`config.mk`:
```
export PLATFORM = sky130hd
export DESIGN_NAME = load_store_unit
export DESIGN_NICKNAME = d
export VERILOG_FILES = /design/src/rtl/load_store_unit_pkg.sv /design/src/rtl/lsu_align.sv /design/src/rtl/load_store_unit.sv
export SDC_FILE = /design/constraint.sdc
export NUM_CORES = 1
export LEC_CHECK = 0
export CAP_MARGIN = 30
export CORE_UTILIZATION = 48
export DETAILED_ROUTE_END_ITERATION = 10
export PLACE_DENSITY_LB_ADDON = 0.12
export SKIP_LAST_GASP = 1
export SLEW_MARGIN = 20
export SYNTH_ARGS = -nofsm -noshare
export SYNTH_HDL_FRONTEND = slang
export SYNTH_SLANG_ARGS = --single-unit
export TNS_END_PERCENT = 50
```
`constraint.sdc`:
```
create_clock -name clk -period 4.53 [get_ports clk]
set_clock_uncertainty 0.05 [all_clocks]
set_input_delay 0.6795 -clock clk [delete_from_list [all_inputs] [get_ports clk]]
set_output_delay 0.6795 -clock clk [all_outputs]
set_load 0.005 [all_outputs]
```
`src/rtl/load_store_unit_pkg.sv`:
```
// Shared definitions for the load/store unit: funct3 access-size codes
// and the encoding of the transaction state machine.
package load_store_unit_pkg;

  localparam logic [2:0] LSU_B  = 3'b000;
  localparam logic [2:0] LSU_H  = 3'b001;
  localparam logic [2:0] LSU_W  = 3'b010;
  localparam logic [2:0] LSU_BU = 3'b100;
  localparam logic [2:0] LSU_HU = 3'b101;

  typedef enum logic [1:0] {
    S_IDLE = 2'd0,
    S_REQ  = 2'd1,
    S_RESP = 2'd2
  } lsu_state_e;

endpackage

```
`src/rtl/lsu_align.sv`:
```
// Combinational alignment helper: store lane replication and byte strobes,
// load byte/halfword extraction with sign or zero extension, and the
// misaligned/illegal request check.
module lsu_align
  import load_store_unit_pkg::*;
(
  input  logic [2:0]  i_funct3,
  input  logic [1:0]  i_off,
  input  logic        i_isWrite,
  input  logic [31:0] i_storeData,
  input  logic [31:0] i_rdata,
  output logic [31:0] o_wdata,
  output logic [3:0]  o_wstrb,
  output logic [31:0] o_loadData,
  output logic        o_fault
);

  logic [7:0]  w_byte;
  logic [15:0] w_half;

  assign w_byte = i_rdata[{i_off, 3'b000} +: 8];
  assign w_half = i_off[1] ? i_rdata[31:16] : i_rdata[15:0];

  // Replicate store data across every lane it could land in and enable only the addressed bytes.
  always_comb begin
    o_wdata = 32'h0;
    o_wstrb = 4'b0000;
    case (i_funct3)
      LSU_B: begin
        o_wdata = {4{i_storeData[7:0]}};
        o_wstrb = 4'b0001 << i_off;
      end
      LSU_H: begin
        o_wdata = {2{i_storeData[15:0]}};
        o_wstrb = 4'b0011 << i_off;
      end
      LSU_W: begin
        o_wdata = i_storeData;
        o_wstrb = 4'b1111;
      end
      default: begin
        o_wdata = 32'h0;
        o_wstrb = 4'b0000;
      end
    endcase
  end

  // Pick the addressed byte or halfword out of the read word and extend it to 32 bits.
  always_comb begin
    o_loadData = 32'h0;
    case (i_funct3)
      LSU_B:   o_loadData = {{24{w_byte[7]}}, w_byte};
      LSU_BU:  o_loadData = {24'h0, w_byte};
      LSU_H:   o_loadData = {{16{w_half[15]}}, w_half};
      LSU_HU:  o_loadData = {16'h0, w_half};
      LSU_W:   o_loadData = i_rdata;
      default: o_loadData = 32'h0;
    endcase
  end

  // Reject unknown sizes, unsigned sizes on stores, and accesses not aligned to their size.
  always_comb begin
    o_fault = 1'b1;
    case (i_funct3)
      LSU_B:   o_fault = 1'b0;
      LSU_H:   o_fault = i_off[0];
      LSU_W:   o_fault = (i_off != 2'b00);
      LSU_BU:  o_fault = i_isWrite;
      LSU_HU:  o_fault = i_isWrite | i_off[0];
      default: o_fault = 1'b1;
    endcase
  end

endmodule

```
`src/rtl/load_store_unit.sv`:
```
// Memory-access stage: accepts one load or store from the pipeline, runs it
// over a req/ack data bus with a watchdog, and reports completion with a
// single lsuDone pulse carrying the load result and any fault flag.
module load_store_unit
  import load_store_unit_pkg::*;
#(
  parameter int TIMEOUT_CYCLES = 256,
  parameter int CNT_WIDTH      = 9
) (
  input  logic        clk,
  input  logic        rst,
  input  logic        lsuValid,
  input  logic        lsuRead,
  input  logic        lsuWrite,
  input  logic [2:0]  lsuFunct3,
  input  logic [31:0] lsuAddr,
  input  logic [31:0] lsuStoreData,
  output logic        lsuReady,
  output logic        lsuDone,
  output logic [31:0] lsuLoadData,
  output logic        lsuMisaligned,
  output logic        lsuBusErr,
  output logic        memReq,
  output logic        memWe,
  output logic [31:0] memAddr,
  output logic [31:0] memWdata,
  output logic [3:0]  memWstrb,
  input  logic        memAck,
  input  logic [31:0] memRdata
);

  localparam logic [CNT_WIDTH-1:0] LP_LAST = CNT_WIDTH'(TIMEOUT_CYCLES - 1);

  lsu_state_e r_state;
  lsu_state_e w_nextState;

  logic [31:0]          r_addr;
  logic [2:0]           r_funct3;
  logic                 r_we;
  logic [31:0]          r_wdata;
  logic [3:0]           r_wstrb;
  logic [CNT_WIDTH-1:0] r_cnt;
  logic [31:0]          r_loadData;
  logic                 r_misaligned;
  logic                 r_busErr;

  logic                 w_idle;
  logic                 w_accept;
  logic                 w_fault;
  logic                 w_timeout;
  logic [2:0]           w_alignFunct3;
  logic [1:0]           w_alignOff;
  logic [31:0]          w_wdata;
  logic [3:0]           w_wstrb;
  logic [31:0]          w_loadData;
  logic                 w_alignFault;

  assign w_idle    = (r_state == S_IDLE);
  assign w_accept  = w_idle & lsuValid & (lsuRead | lsuWrite);
  assign w_fault   = (lsuRead & lsuWrite) | w_alignFault;
  assign w_timeout = (r_cnt == LP_LAST);

  // The aligner sees the incoming request while idle and the latched one while waiting for data.
  assign w_alignFunct3 = w_idle ? lsuFunct3    : r_funct3;
  assign w_alignOff    = w_idle ? lsuAddr[1:0] : r_addr[1:0];

  lsu_align u_align (
    .i_funct3    (w_alignFunct3),
    .i_off       (w_alignOff),
    .i_isWrite   (lsuWrite),
    .i_storeData (lsuStoreData),
    .i_rdata     (memRdata),
    .o_wdata     (w_wdata),
    .o_wstrb     (w_wstrb),
    .o_loadData  (w_loadData),
    .o_fault     (w_alignFault)
  );

  assign lsuReady      = w_idle;
  assign lsuDone       = (r_state == S_RESP);
  assign lsuLoadData   = lsuDone ? r_loadData : 32'h0;
  assign lsuMisaligned = lsuDone & r_misaligned;
  assign lsuBusErr     = lsuDone & r_busErr;
  assign memReq        = (r_state == S_REQ);
  assign memWe         = memReq & r_we;
  assign memAddr       = {r_addr[31:2], 2'b00};
  assign memWdata      = r_wdata;
  assign memWstrb      = r_wstrb;

  // State register; reset abandons any bus access in flight.
  always_ff @(posedge clk) begin
    if (rst) r_state <= S_IDLE;
    else     r_state <= w_nextState;
  end

  // Faults skip the bus entirely; an ack in the last watchdog cycle still counts as success.
  always_comb begin
    w_nextState = r_state;
    case (r_state)
      S_IDLE: begin
        if (w_accept) w_nextState = w_fault ? S_RESP : S_REQ;
      end
      S_REQ: begin
        if (memAck || w_timeout) w_nextState = S_RESP;
      end
      S_RESP:  w_nextState = S_IDLE;
      default: w_nextState = S_IDLE;
    endcase
  end

  // Request latching, watchdog counting and capture of the completion result.
  always_ff @(posedge clk) begin
    if (rst) begin
      r_addr       <= 32'h0;
      r_funct3     <= 3'b000;
      r_we         <= 1'b0;
      r_wdata      <= 32'h0;
      r_wstrb      <= 4'b0000;
      r_cnt        <= '0;
      r_loadData   <= 32'h0;
      r_misaligned <= 1'b0;
      r_busErr     <= 1'b0;
    end else begin
      case (r_state)
        S_IDLE: begin
          if (w_accept) begin
            r_addr       <= lsuAddr;
            r_funct3     <= lsuFunct3;
            r_we         <= lsuWrite & ~w_fault;
            r_wdata      <= (lsuWrite & ~w_fault) ? w_wdata : 32'h0;
            r_wstrb      <= (lsuWrite & ~w_fault) ? w_wstrb : 4'b0000;
            r_cnt        <= '0;
            r_loadData   <= 32'h0;
            r_misaligned <= w_fault;
            r_busErr     <= 1'b0;
          end
        end
        S_REQ: begin
          r_cnt <= r_cnt + CNT_WIDTH'(1);
          if (memAck) begin
            r_loadData <= r_we ? 32'h0 : w_loadData;
          end else if (w_timeout) begin
            r_busErr <= 1'b1;
          end
        end
        S_RESP: begin
          r_cnt        <= '0;
          r_misaligned <= 1'b0;
          r_busErr     <= 1'b0;
        end
        default: r_cnt <= '0;
      endcase
    end
  end

endmodule

```
-- Word level (Yosys, flattened, before mapping)
Cells that the tools add are included.
- bits in registers: 117
- bits in latches: 0
- RAM bits: 0
- ROM bits: 0
- bits of input ports: 105
- output and inout port bits: 106
- logic and storage cells: 75
- memories kept: 0
- $add $sub $neg: 1
- multiply operators: 0
- div/mod/pow operators: 0
- order comparisons: 0
- equality and inequality tests: 12
- shift-type cells: 3
- multiplexer cells: 26
- bitwise operators: 11
- reductions and logical operators: 12
- operators with widths (kind ; number):
    32-bit 2-to-1 mux ; 5
    32-bit case mux with 5 select lines ; 1
    32-bit case mux with 3 select lines ; 1
    32-bit case mux with 2 select lines ; 1
    32-bit by 6-bit variable part select with 8-bit output ; 1
    9-bit case mux with 2 select lines ; 1
    16-bit 2-to-1 mux ; 1
    4-bit case mux with 3 select lines ; 1
    9-bit by 1-bit adder with 9-bit output (second input constant) ; 1
    9-bit by 8-bit equality test with 1-bit output (second input constant) ; 1
    9-bit 2-to-1 mux ; 1
    2-bit 2-to-1 mux ; 4
    2-bit by 1-bit != test with 1-bit output (second input constant) ; 4
    1-bit AND ; 7
    3-bit equality test (second input constant) ; 2
    2-bit AND reduction ; 3
    2-bit nonzero test ; 3
    1-bit case mux with 5 select lines ; 1
    1-bit 2-to-1 mux ; 4
    4-bit 2-to-1 mux ; 1
    2-bit case mux with 2 select lines ; 1
    4-bit AND reduction ; 1
    1-bit by 2-bit left shift with 4-bit output (first input constant) ; 1
    2-bit by 2-bit left shift with 4-bit output (first input constant) ; 1
    15 further kinds ; 17

-- Logic depth before layout (Yosys ltp)
Gate-level depths: netlist of the first run.
- word-level depth: 8
- gate-level depth with buffers: 10
- depth with buffers taken out: 7

-- By module
From an unflattened synthesis of the first run, not the netlist that was laid out.
- cell total of the unflattened synthesis: 799
- area total of the unflattened synthesis: 6434.9 um^2
- by module, submodules not included (module ; instances ; cells each ; area an instance (um^2) ; seq. area each (um^2)):
    load_store_unit ; 1 ; 572 ; 4954.8 ; 2342.2
    lsu_align ; 1 ; 227 ; 1480.2 ; 0.0

-- Worst setup path before layout of the first run
No wires, ideal clock.
- kind: input -> register
- start point: input lsuFunct3[0]
- end point: register r_wdata[14], in the netlist memWdata[14]
- library setup time: 68 ps
- arrival time: 2507 ps
- data required time: 4412 ps
- path slack: 1905 ps
- cell stages on the path: 9
- path buffers: 3
- path through: buf_6 -> or4_4 -> o31a_4 -> o21ai_4 -> o211ai_4 -> or3_1 -> buf_6 -> buf_6 -> o21ai_2
- word-level cells in the longest chain between the ends: 7
- elaborated cells on any way between the ends: 12
- those cells by class: eq/ne (4); mux (4); bitwise (3); reduce/logical (1)
- RTL lines (what ; RTL line ; text):
    start: declaration ; load_store_unit.sv:15 ; input logic [2:0] lsuFunct3,
    3-bit 2-to-1 mux * ; load_store_unit.sv:64 ; assign w_alignFunct3 = w_idle ? lsuFunct3 : r_funct3;
    3-bit equality test (tied with other cells) ; lsu_align.sv:64 ; case (i_funct3)
    1-bit case mux with 5 select lines ; lsu_align.sv:64 ;
    1-bit bitwise OR ; load_store_unit.sv:60 ; assign w_fault = (lsuRead & lsuWrite) | w_alignFault;
    1-bit inverter ; load_store_unit.sv:130 ; r_wdata <= (lsuWrite & ~w_fault) ? w_wdata : 32'h0;
    1-bit AND ; load_store_unit.sv:130 ;
    32-bit 2-to-1 mux * ; load_store_unit.sv:130 ;
    end signal: assignment ; load_store_unit.sv:130 ;
    end: declaration ; load_store_unit.sv:40 ; logic [31:0] r_wdata;
Mark *: on every way between the ends. The rest lies on a longest branch, timed or not.
A chain may end at the register's enable or synchronous reset.

-- Final worst setup path of the first run
- start point: input lsuFunct3[0]
- end point: register r_wdata[11], in the netlist memWdata[11]
Same word-level chain as after synthesis.

==> impl_metrics.ini, run 1 <==
[logic_synthesis]
synth_seq_area_share_pct = 42.5
synth-compound-area-share_pct = 25.8
synth_area_leaders = dfxtp_1 43%, nand2_1 8.0%, a21oi_1 5.8%
synth_common_cells = 118 x nand2_1, 117 x dfxtp_1, 64 x a21oi_1, 37 x and2_1
yosysTopAreaCellShare_pct = 42.5
synth_edf_count = 0
netlist_instances = 642
netlist-cell-type-count = 60
avgSynthCellArea_um2 = 8.58
netlist_area_um2 = 5510
synth_xor_area_share_pct = 0.795
synthMuxAreaShare_pct = 4.09
synth_top_family_by_area = compound AO/OA/AOI/OAI gates
synth.most_common_cell = nand2_1
synth-simple-area-share_pct = 18.1
yosysWarningCount = 0
async_reset_ff_share_pct = 0
synth_adder_area_share_pct = 0.454
synth_top_flop_cell = dfxtp_1
yosysTopAreaCell = dfxtp_1
synth-seq-cells = 117

[run]
max_cap_violations = 0

[placement]
io_buffers = 208
post-dp-hpwl_mm = 11.3
place_area_um2 = 7410
gp_congestion = 0.890

[critical_path]
cp_cell_sequence = clkdlybuf4s50_1 -> or4_4 -> o31a_4 -> o21ai_4 -> o211ai_4 -> or3_1 -> o21ai_1
reg2reg_slack_ps = 1560
worst-endpoint-required_ps = 4810
arrival_ps = 3330
path_max_fanout = 18
path_delay_family = simple AND/OR/NAND/NOR gates
rr_endpoint = memWdata[11]
reg2reg_depth = 7
path_class = in2reg
cp_num_buf_inv = 1
cp-start-kind = input pin
cp_slowest_stage_delay_ps = 720
critPathSlowestCell = or3_1
endpoint_kind = register
timing.rr.start = r_state[0]

[power_and_ir_drop]
power_density_nw_per_um2 = 386
peakVddDrop_mv = 0.312
leakage_uw = 0.00316
total_power_uw = 3120

[final_layout]
nFillCells = 852
post-route-util_pct = 73.3
final_area_um2 = 8090
diodes = 0
syn2layout_area_growth_pct = 46.8
register_area_um2 = 2340
nets = 915
drive_above_1_share_pct = 8.66
multi_input_area_um2 = 2730

[timing]
rsz0062_at_grt = no
fin_crit_sh_pct = 67.4
max_slew_margin_pct = 41.7
setup_viol = 0
tightestPinTransition_ps = 869
setup_tns_ps = 0
hold_viol = 0
final_period_minus_worst_setup_slack_ps = 3050
clock.fmax_mhz = 328
report.final.slew_viol_count = 0

[floorplan]
start_util_pct = 49.9
die_width_um = 109
rows = 38
dieArea_um2 = 11900
ios = 211
die_y_um = 109
coreArea_um2 = 11000

[clock_tree]
cts_sinks = 117
htreeDepth = 4
clock_latency_ps = 400
hold_buffers = 0
cts_resized = 0
clk_pin_slew_worst_paths_ps = 50
cts_max_path_buffers = 2
cts_tree = done
clockRootBuffer = clkbuf_16
cts_setup_buffers = 0
numCtsBuffers = 17

[route]
wl_per_cell_um = 16.6
drc = 0
routed_wl_mm = 15.9
vias = 5297
drtPass1Iterations = 6
drt_iter0_markers = 446
vias_per_cell = 5.52
postRouteAntennaNets = 0

[global_route]
grt_max_degree = 44
grt_pass1_vias = 4963
grt_pass1_wl_mm = 24.6
grt_overflow_total = 0
antenna_found_initial = 0
grt_util_all_layers_pct = 27.0

[min_path]
min_to = memWstrb[0]
holdCritStartpoint = memWstrb[0]
holdPathStages = 2
hp-class = reg2reg

[run_status]
outcome = finished clean
==> metrics by stage <==
| stage | setup WS (ps) | cells | hold slack [ps] |
|---|---|---|---|
| 3_5_place_dp | 631 | 928 | 385 |
| 3_3_place_gp | 737 | 928 | 380 |
| 4_1_cts | 1070 | 959 | 396 |
| 5_1_grt | 1330 | 960 | 418 |
| 2_1_floorplan | 1910 | 643 | 367 |
| 6_report | 1480 | 960 | 392 |
==> cells by family (layout without fill, tap and decap cells) <==
logic type      count (synthesis)  count (layout)
flops                         117             117
compound gates                202             202
other cells                     1               2
mux                            21              21
xor+xnor                        5               5
buf+inv                        77             254
fa+ha+maj                       2               2
simple gates                  217             217
==> tightest hold or removal path, stage by stage (launching register included) <==
cell	delay, ps
dfxtp_1	300
nand2_1	50
o21ai_1	50
==> final cells by class <==
cell class / count / share of cell area (%)
multi-input cells: 449 / 33.8
flip-flops and latches: 117 / 29.0
repair buffers: 216 / 26.5
clock buffers: 18 / 5.43
clock inverters: 13 / 2.85
well taps: 140 / 2.17
inverters: 7 / 0.356
==> cell usage in the layout (no fill, tap or decap), types with 3 or more instances in the layout <==
cell | Yosys | layout
inv_1 | 6 | 6
nor2_2 | 1 | 3
nand3_1 | 4 | 4
or3_1 | 5 | 5
and2_1 | 37 | 37
a22oi_1 | 32 | 32
nor2_1 | 34 | 32
clkinvlp_4 | 0 | 3
a21oi_1 | 64 | 63
a31oi_1 | 4 | 4
a221o_1 | 7 | 7
o21ai_1 | 9 | 9
clkdlybuf4s50_1 | 0 | 208
buf_4 | 34 | 8
a21o_1 | 7 | 7
dfxtp_1 | 117 | 117
mux2i_1 | 18 | 18
o21ai_0 | 13 | 13
nand2_1 | 118 | 118
o21ai_2 | 11 | 11
clkbuf_16 | 0 | 17
a22o_1 | 26 | 26
a211oi_1 | 7 | 7
xor2_1 | 5 | 5
bufinv_16 | 0 | 6
o31ai_1 | 3 | 3
nand2b_1 | 3 | 3
==> flip-flops by register name (all words and copies together) (netlist names), 2 cells and up <==
register    count
memWdata       32
r_addr         32
r_loadData     32
r_cnt           9
memWstrb        4
r_funct3        3
r_state         2
==> metal layers <==
| layer | wire length, µm | part of all wire [%] | up-vias | global-route usage [%] |
|---|---|---|---|---|
| met5 | 0 | 0 | - | 0 |
| met4 | 267 | 1.7 | 0 | 11.4 |
| met3 | 1360 | 8.6 | 24 | 7.71 |
| met2 | 7610 | 48 | 248 | 43.4 |
| met1 | 6700 | 42 | 2452 | 33.7 |
| li1 | - | - | 2573 | - |
==> worst max-delay path by stage <==
stage                  from  slack, ps  depth (start not counted)              to
6_report       lsuFunct3[0]       1480                          7    memWdata[11]
5_1_grt          r_state[0]       1330                          7    memWdata[11]
4_1_cts          lsuAddr[1]       1070                          7  r_loadData[19]
3_5_place_dp     lsuAddr[1]        630                          7  r_loadData[25]
3_3_place_gp     lsuAddr[1]        740                          7  r_loadData[22]
2_1_floorplan  lsuFunct3[0]       1910                          9    memWdata[14]
==> power by group <==
group | internal (µW) | switching, µW | total [µW]
Clock | 1040 | 466 | 1510
Sequential | 1060 | 24.9 | 1090
Combinational | 242 | 281 | 522
No activity file was read; power rests on OpenSTA's default activity.
==> run 2: changes to the inputs <==
--- a/config.mk
+++ b/config.mk
@@ -6,7 +6,7 @@
 export NUM_CORES = 1
 export LEC_CHECK = 0
 export CAP_MARGIN = 30
-export CORE_UTILIZATION = 48
+export CORE_UTILIZATION = 44
 export DETAILED_ROUTE_END_ITERATION = 10
 export PLACE_DENSITY_LB_ADDON = 0.12
 export SKIP_LAST_GASP = 1
==> constraint.sdc (replaced) <==
create_clock -name clk -period 3.15 [get_ports clk]
set_clock_uncertainty 0.05 [all_clocks]
set_input_delay 0.4725 -clock clk [delete_from_list [all_inputs] [get_ports clk]]
set_output_delay 0.4725 -clock clk [all_outputs]
set_load 0.005 [all_outputs]
==> run 2 against run 1 <==
  * Power up 35%
  * Hold slack about the same
  * Setup slack worse by 1100 ps
  * Count of clock-buffer cells in the layout up 5
  * First-iteration DRC count up 33%
  * Combinational power up 47%
==> impl_metrics.ini, run 2 (synthesized netlist as in run 1, its figures left out) <==
[timing]
max_slew_margin_pct = 43.0
clock.fmax_mhz = 361
report.final.slew_viol_count = 0
tightestPinTransition_ps = 851
setup_viol = 0
holdWs_ps = 392
final_period_minus_worst_setup_slack_ps = 2770
setup_tns_ps = 0
rsz0062_at_grt = no
fin_crit_sh_pct = 88.0
hold_viol = 0

[placement]
place_inst = 968
post-dp-hpwl_mm = 11.9
place_area_um2 = 7550
io_buffers = 208
gp_congestion = 0.884

[critical_path]
reg2reg_depth = 7
cp_cell_sequence = inv_1 -> nor2_1 -> buf_12 -> and2_1 -> clkdlybuf4s50_1
timing.rr.start = r_state[0]
startpoint = r_state[1]
worst-endpoint-required_ps = 2630
reg2reg_slack_ps = 380
rr_endpoint = r_loadData[27]
cp_slowest_stage_delay_ps = 510
path_class = reg2out
arrival_ps = 2250
cp-start-kind = register
path_max_fanout = 33
critPathSlowestCell = clkdlybuf4s50_1
endpoint_kind = primary output

[power_and_ir_drop]
combPwrFrac_pct = 18.2
power_density_nw_per_um2 = 519
seqPwrFrac_pct = 37.1
peakVddDrop_mv = 0.335
p_sw_share_pct = 25.8
power_switching_uw = 1090
leakage_uw = 0.00318
power.share.clock_pct = 44.7
internal_power_uw = 3130

[global_route]
grt_max_degree = 38
grt_pass1_vias = 5248
antenna_found_initial = 0
grt_overflow_total = 0
grt_util_all_layers_pct = 25.3
grt_pass1_wl_mm = 25.6

[clock_tree]
clock_latency_ps = 410
cts_max_path_buffers = 2
clockRootBuffer = clkbuf_16
hold_buffers = 0
cts_tree = done
cts_setup_buffers = 0
cts_sinks = 117
numCtsBuffers = 17
cts_resized = 0
htreeDepth = 4
clk_pin_slew_worst_paths_ps = 50

[final_layout]
layout_common_cells = 208 x clkdlybuf4s50_1, 118 x nand2_1, 117 x dfxtp_1
diodes = 0
drive_above_1_share_pct = 9.63
syn2layout_area_growth_pct = 47.7
nFillCells = 1024
final_area_um2 = 8140
nets = 926
final_common_cell = clkdlybuf4s50_1
register_area_um2 = 2340
multi_input_area_um2 = 2730
instances_no_fill = 999

[min_path]
hp-class = reg2reg
holdCritStartpoint = r_loadData[13]
holdPathStages = 1
min_to = r_loadData[13]

[route]
vias = 5365
vias_per_cell = 5.37
drc = 0
routed_wl_mm = 16.0
postRouteAntennaNets = 0
drt_iter0_markers = 592
wl_per_cell_um = 16.1
drtPass1Iterations = 7

[run]
max_cap_violations = 0

[floorplan]
ios = 211
dieArea_um2 = 13000
die_width_um = 114
rows = 40
coreArea_um2 = 12100
start_util_pct = 45.5
die_y_um = 114

[run_status]
outcome = finished clean
-- run 2: changes by cell type in the layout (fill, tap and decap cells not counted), sizes merged --
cell | previous run | this run
buf | 8 | 19
clkinvlp | 3 | 2
clkbuf | 18 | 23
bufinv | 6 | 2
-- run 2: how the worst max path moves through the flow --
stage,slack (ps),depth (start not counted),to
6_report,380,5,lsuLoadData[13]
5_1_grt,110,7,r_loadData[18]
4_1_cts,360,5,lsuLoadData[9]
3_5_place_dp,330,7,r_loadData[27]
3_3_place_gp,400,7,r_loadData[22]
2_1_floorplan,730,9,memWdata[14]
-- run 2: through the flow --
step	power [µW]	util, %	worst slack [ps]
floorplan	2040	-	732
global placement	2340	62.3	395
detailed placement	2360	62.3	326
CTS	4250	67.2	355
global route	4400	67.2	112
finish	4220	67.2	379
-- run 2: routing by layer --
layer | up-vias | track usage [%] | routed length, µm
li1 | 2588 | - | -
met3 | 38 | 8.40 | 1500
met2 | 261 | 41.0 | 7350
met1 | 2478 | 29.7 | 6710
met4 | 0 | 13.3 | 493
met5 | - | 0 | 0
-- run 2: layout make-up --
| cell class | count | area share, % |
|---|---|---|
| clock inverter | 8 | 1.22 |
| multi-input combinational | 449 | 33.6 |
| tap | 168 | 2.58 |
| sequential | 117 | 28.8 |
| inverter | 7 | 0.354 |
| timing repair buffer | 227 | 27.5 |
| clock buffer | 23 | 6.00 |
-- run 2: critical path, delay by kind of cell (launching register included) --
kind / cells / cell delay (ps)
buffers and inverters: 3 / 860
DFF: 1 / 470
and+or+nand+nor: 2 / 500
-- run 2: power groups by stage --
| stage | registers (µW) | clock network (µW) | logic (µW) |
|---|---|---|---|
| global placement | 1590 | 0 | 750 |
| detailed placement | 1600 | 0 | 759 |
| floorplan | 1580 | 0 | 457 |
| global route | 1570 | 2000 | 837 |
| finish | 1570 | 1890 | 769 |
| CTS | 1570 | 1920 | 767 |
==> run 3: changes to the inputs <==
--- a/config.mk
+++ b/config.mk
@@ -8,6 +8,7 @@
 export CAP_MARGIN = 30
 export CORE_UTILIZATION = 44
 export DETAILED_ROUTE_END_ITERATION = 10
+export MAX_ROUTING_LAYER = met4
 export PLACE_DENSITY_LB_ADDON = 0.12
 export SKIP_LAST_GASP = 1
 export SLEW_MARGIN = 20
==> run 3 against run 2 <==
  * Hold slack better by 0.56 ps
  * Clock power hardly changed
  * Power is essentially flat
  * Via count up 1.0%
  * Highest routed layer unchanged
  * Sequential share of layout area unchanged
  * Die area stayed put
  * Count of clock-buffer cells in the layout is the same
  * Utilization unchanged
  * Global-route usage up 0.75 points
  * Register-to-register slack lost 20 ps
==> impl_metrics.ini, run 3 (synthesized netlist as in run 1, its figures left out) <==
[final_layout]
nets = 926
multi_input_area_um2 = 2730
instances_no_fill = 999
final_common_cell = clkdlybuf4s50_1
drive_above_1_share_pct = 9.63
nFillCells = 1024
syn2layout_area_growth_pct = 47.7
diodes = 0
layout_common_cells = 208 x clkdlybuf4s50_1, 118 x nand2_1, 117 x dfxtp_1
register_area_um2 = 2340

[timing]
hold_viol = 0
setup_viol = 0
holdWs_ps = 392
final_period_minus_worst_setup_slack_ps = 2790
fin_crit_sh_pct = 88.6
max_slew_margin_pct = 42.4
clock.fmax_mhz = 358
report.final.slew_viol_count = 0
tightestPinTransition_ps = 859
rsz0062_at_grt = no
setup_tns_ps = 0

[critical_path]
path_class = reg2reg
timing.rr.start = r_state[0]
startpoint = r_state[0]
arrival_ps = 3010
cp-start-kind = register
worst-endpoint-required_ps = 3370
endpoint_kind = register
path_max_fanout = 19

[placement]
gp_congestion = 0.899
io_buffers = 208
place_inst = 968
post-dp-hpwl_mm = 11.9

[clock_tree]
numCtsBuffers = 17
cts_sinks = 117
hold_buffers = 0
htreeDepth = 4
cts_resized = 0
clk_pin_slew_worst_paths_ps = 50
clockRootBuffer = clkbuf_16
cts_setup_buffers = 0
clock_latency_ps = 420
cts_max_path_buffers = 2
cts_tree = done

[route]
drc = 0
wl_met2_mm = 7.39
postRouteAntennaNets = 0
top_layer = met4
wl_per_cell_um = 16.1
vias = 5420
vias_per_cell = 5.43
routed_wl_mm = 16.1
wl_met1_mm = 6.80
wl_met3_mm = 1.37
drt_iter0_markers = 690
drtPass1Iterations = 6

[run_status]
outcome = finished clean

[power_and_ir_drop]
leakage_uw = 0.00318
power_density_nw_per_um2 = 519
peakVddDrop_mv = 0.337
total_power_uw = 4220

[floorplan]
die_y_um = 114
ios = 211
start_util_pct = 45.5
rows = 40
dieArea_um2 = 13000
coreArea_um2 = 12100
die_width_um = 114

[min_path]
hp-class = reg2reg
holdCritStartpoint = r_loadData[13]

[global_route]
antenna_found_initial = 0
grt_max_degree = 38
grt_util_all_layers_pct = 26.0
grt_pass1_wl_mm = 25.5
grt_overflow_total = 0
grt_pass1_vias = 5238

[run]
max_cap_violations = 0
==> run 3: path summary, 6_finish.rpt <==
| path | endpoint | slack (ps) | depth (start not counted) |
|---|---|---|---|
| worst max-delay path | r_loadData[27] | 360 | 7 |
| worst min-delay path | r_loadData[13] | 390 | 1 |
| worst max register to register | r_loadData[27] | 360 | 7 |
| worst min register to register | r_loadData[13] | 390 | 1 |
==> run 3: report_power, final <==
part,switching [µW],total [µW],internal (µW)
clock network,649,1890,1240
logic,406,771,365
registers,35.1,1570,1530
==> run 3: critical path, cell delays in order (launching register included) <==
cell and delay (ps):
dfxtp_1 430, or2_1 390, inv_4 270, mux2i_1 460
o211ai_1 220, o2111ai_2 160, a2bb2oi_2 540, nand2_1 120
==> run 3: per-layer routing <==
layer	GRT usage, %	up-vias
met5	-	-
li1	-	2589
met2	40.7	268
met1	30.7	2521
met3	7.23	42
met4	13.1	0
==> run 3: stage by stage <==
stage / instance area (µm²) / setup slack, ps / util, %
floorplan: 5510 / 732 / -
global route: 8140 / 113 / 67.2
CTS: 8140 / 355 / 67.2
detailed placement: 7550 / 326 / 62.3
global placement: 7550 / 395 / 62.3
finish: 8140 / 360 / 67.2
==> run 3: layout make-up <==
| class | count | area share (%) |
|---|---|---|
| inverters | 7 | 0.354 |
| clock inverters | 8 | 1.22 |
| multi-input cells | 449 | 33.6 |
| clock buffers | 23 | 6.00 |
| flip-flops and latches | 117 | 28.8 |
| well taps | 168 | 2.58 |
| repair buffers | 227 | 27.5 |
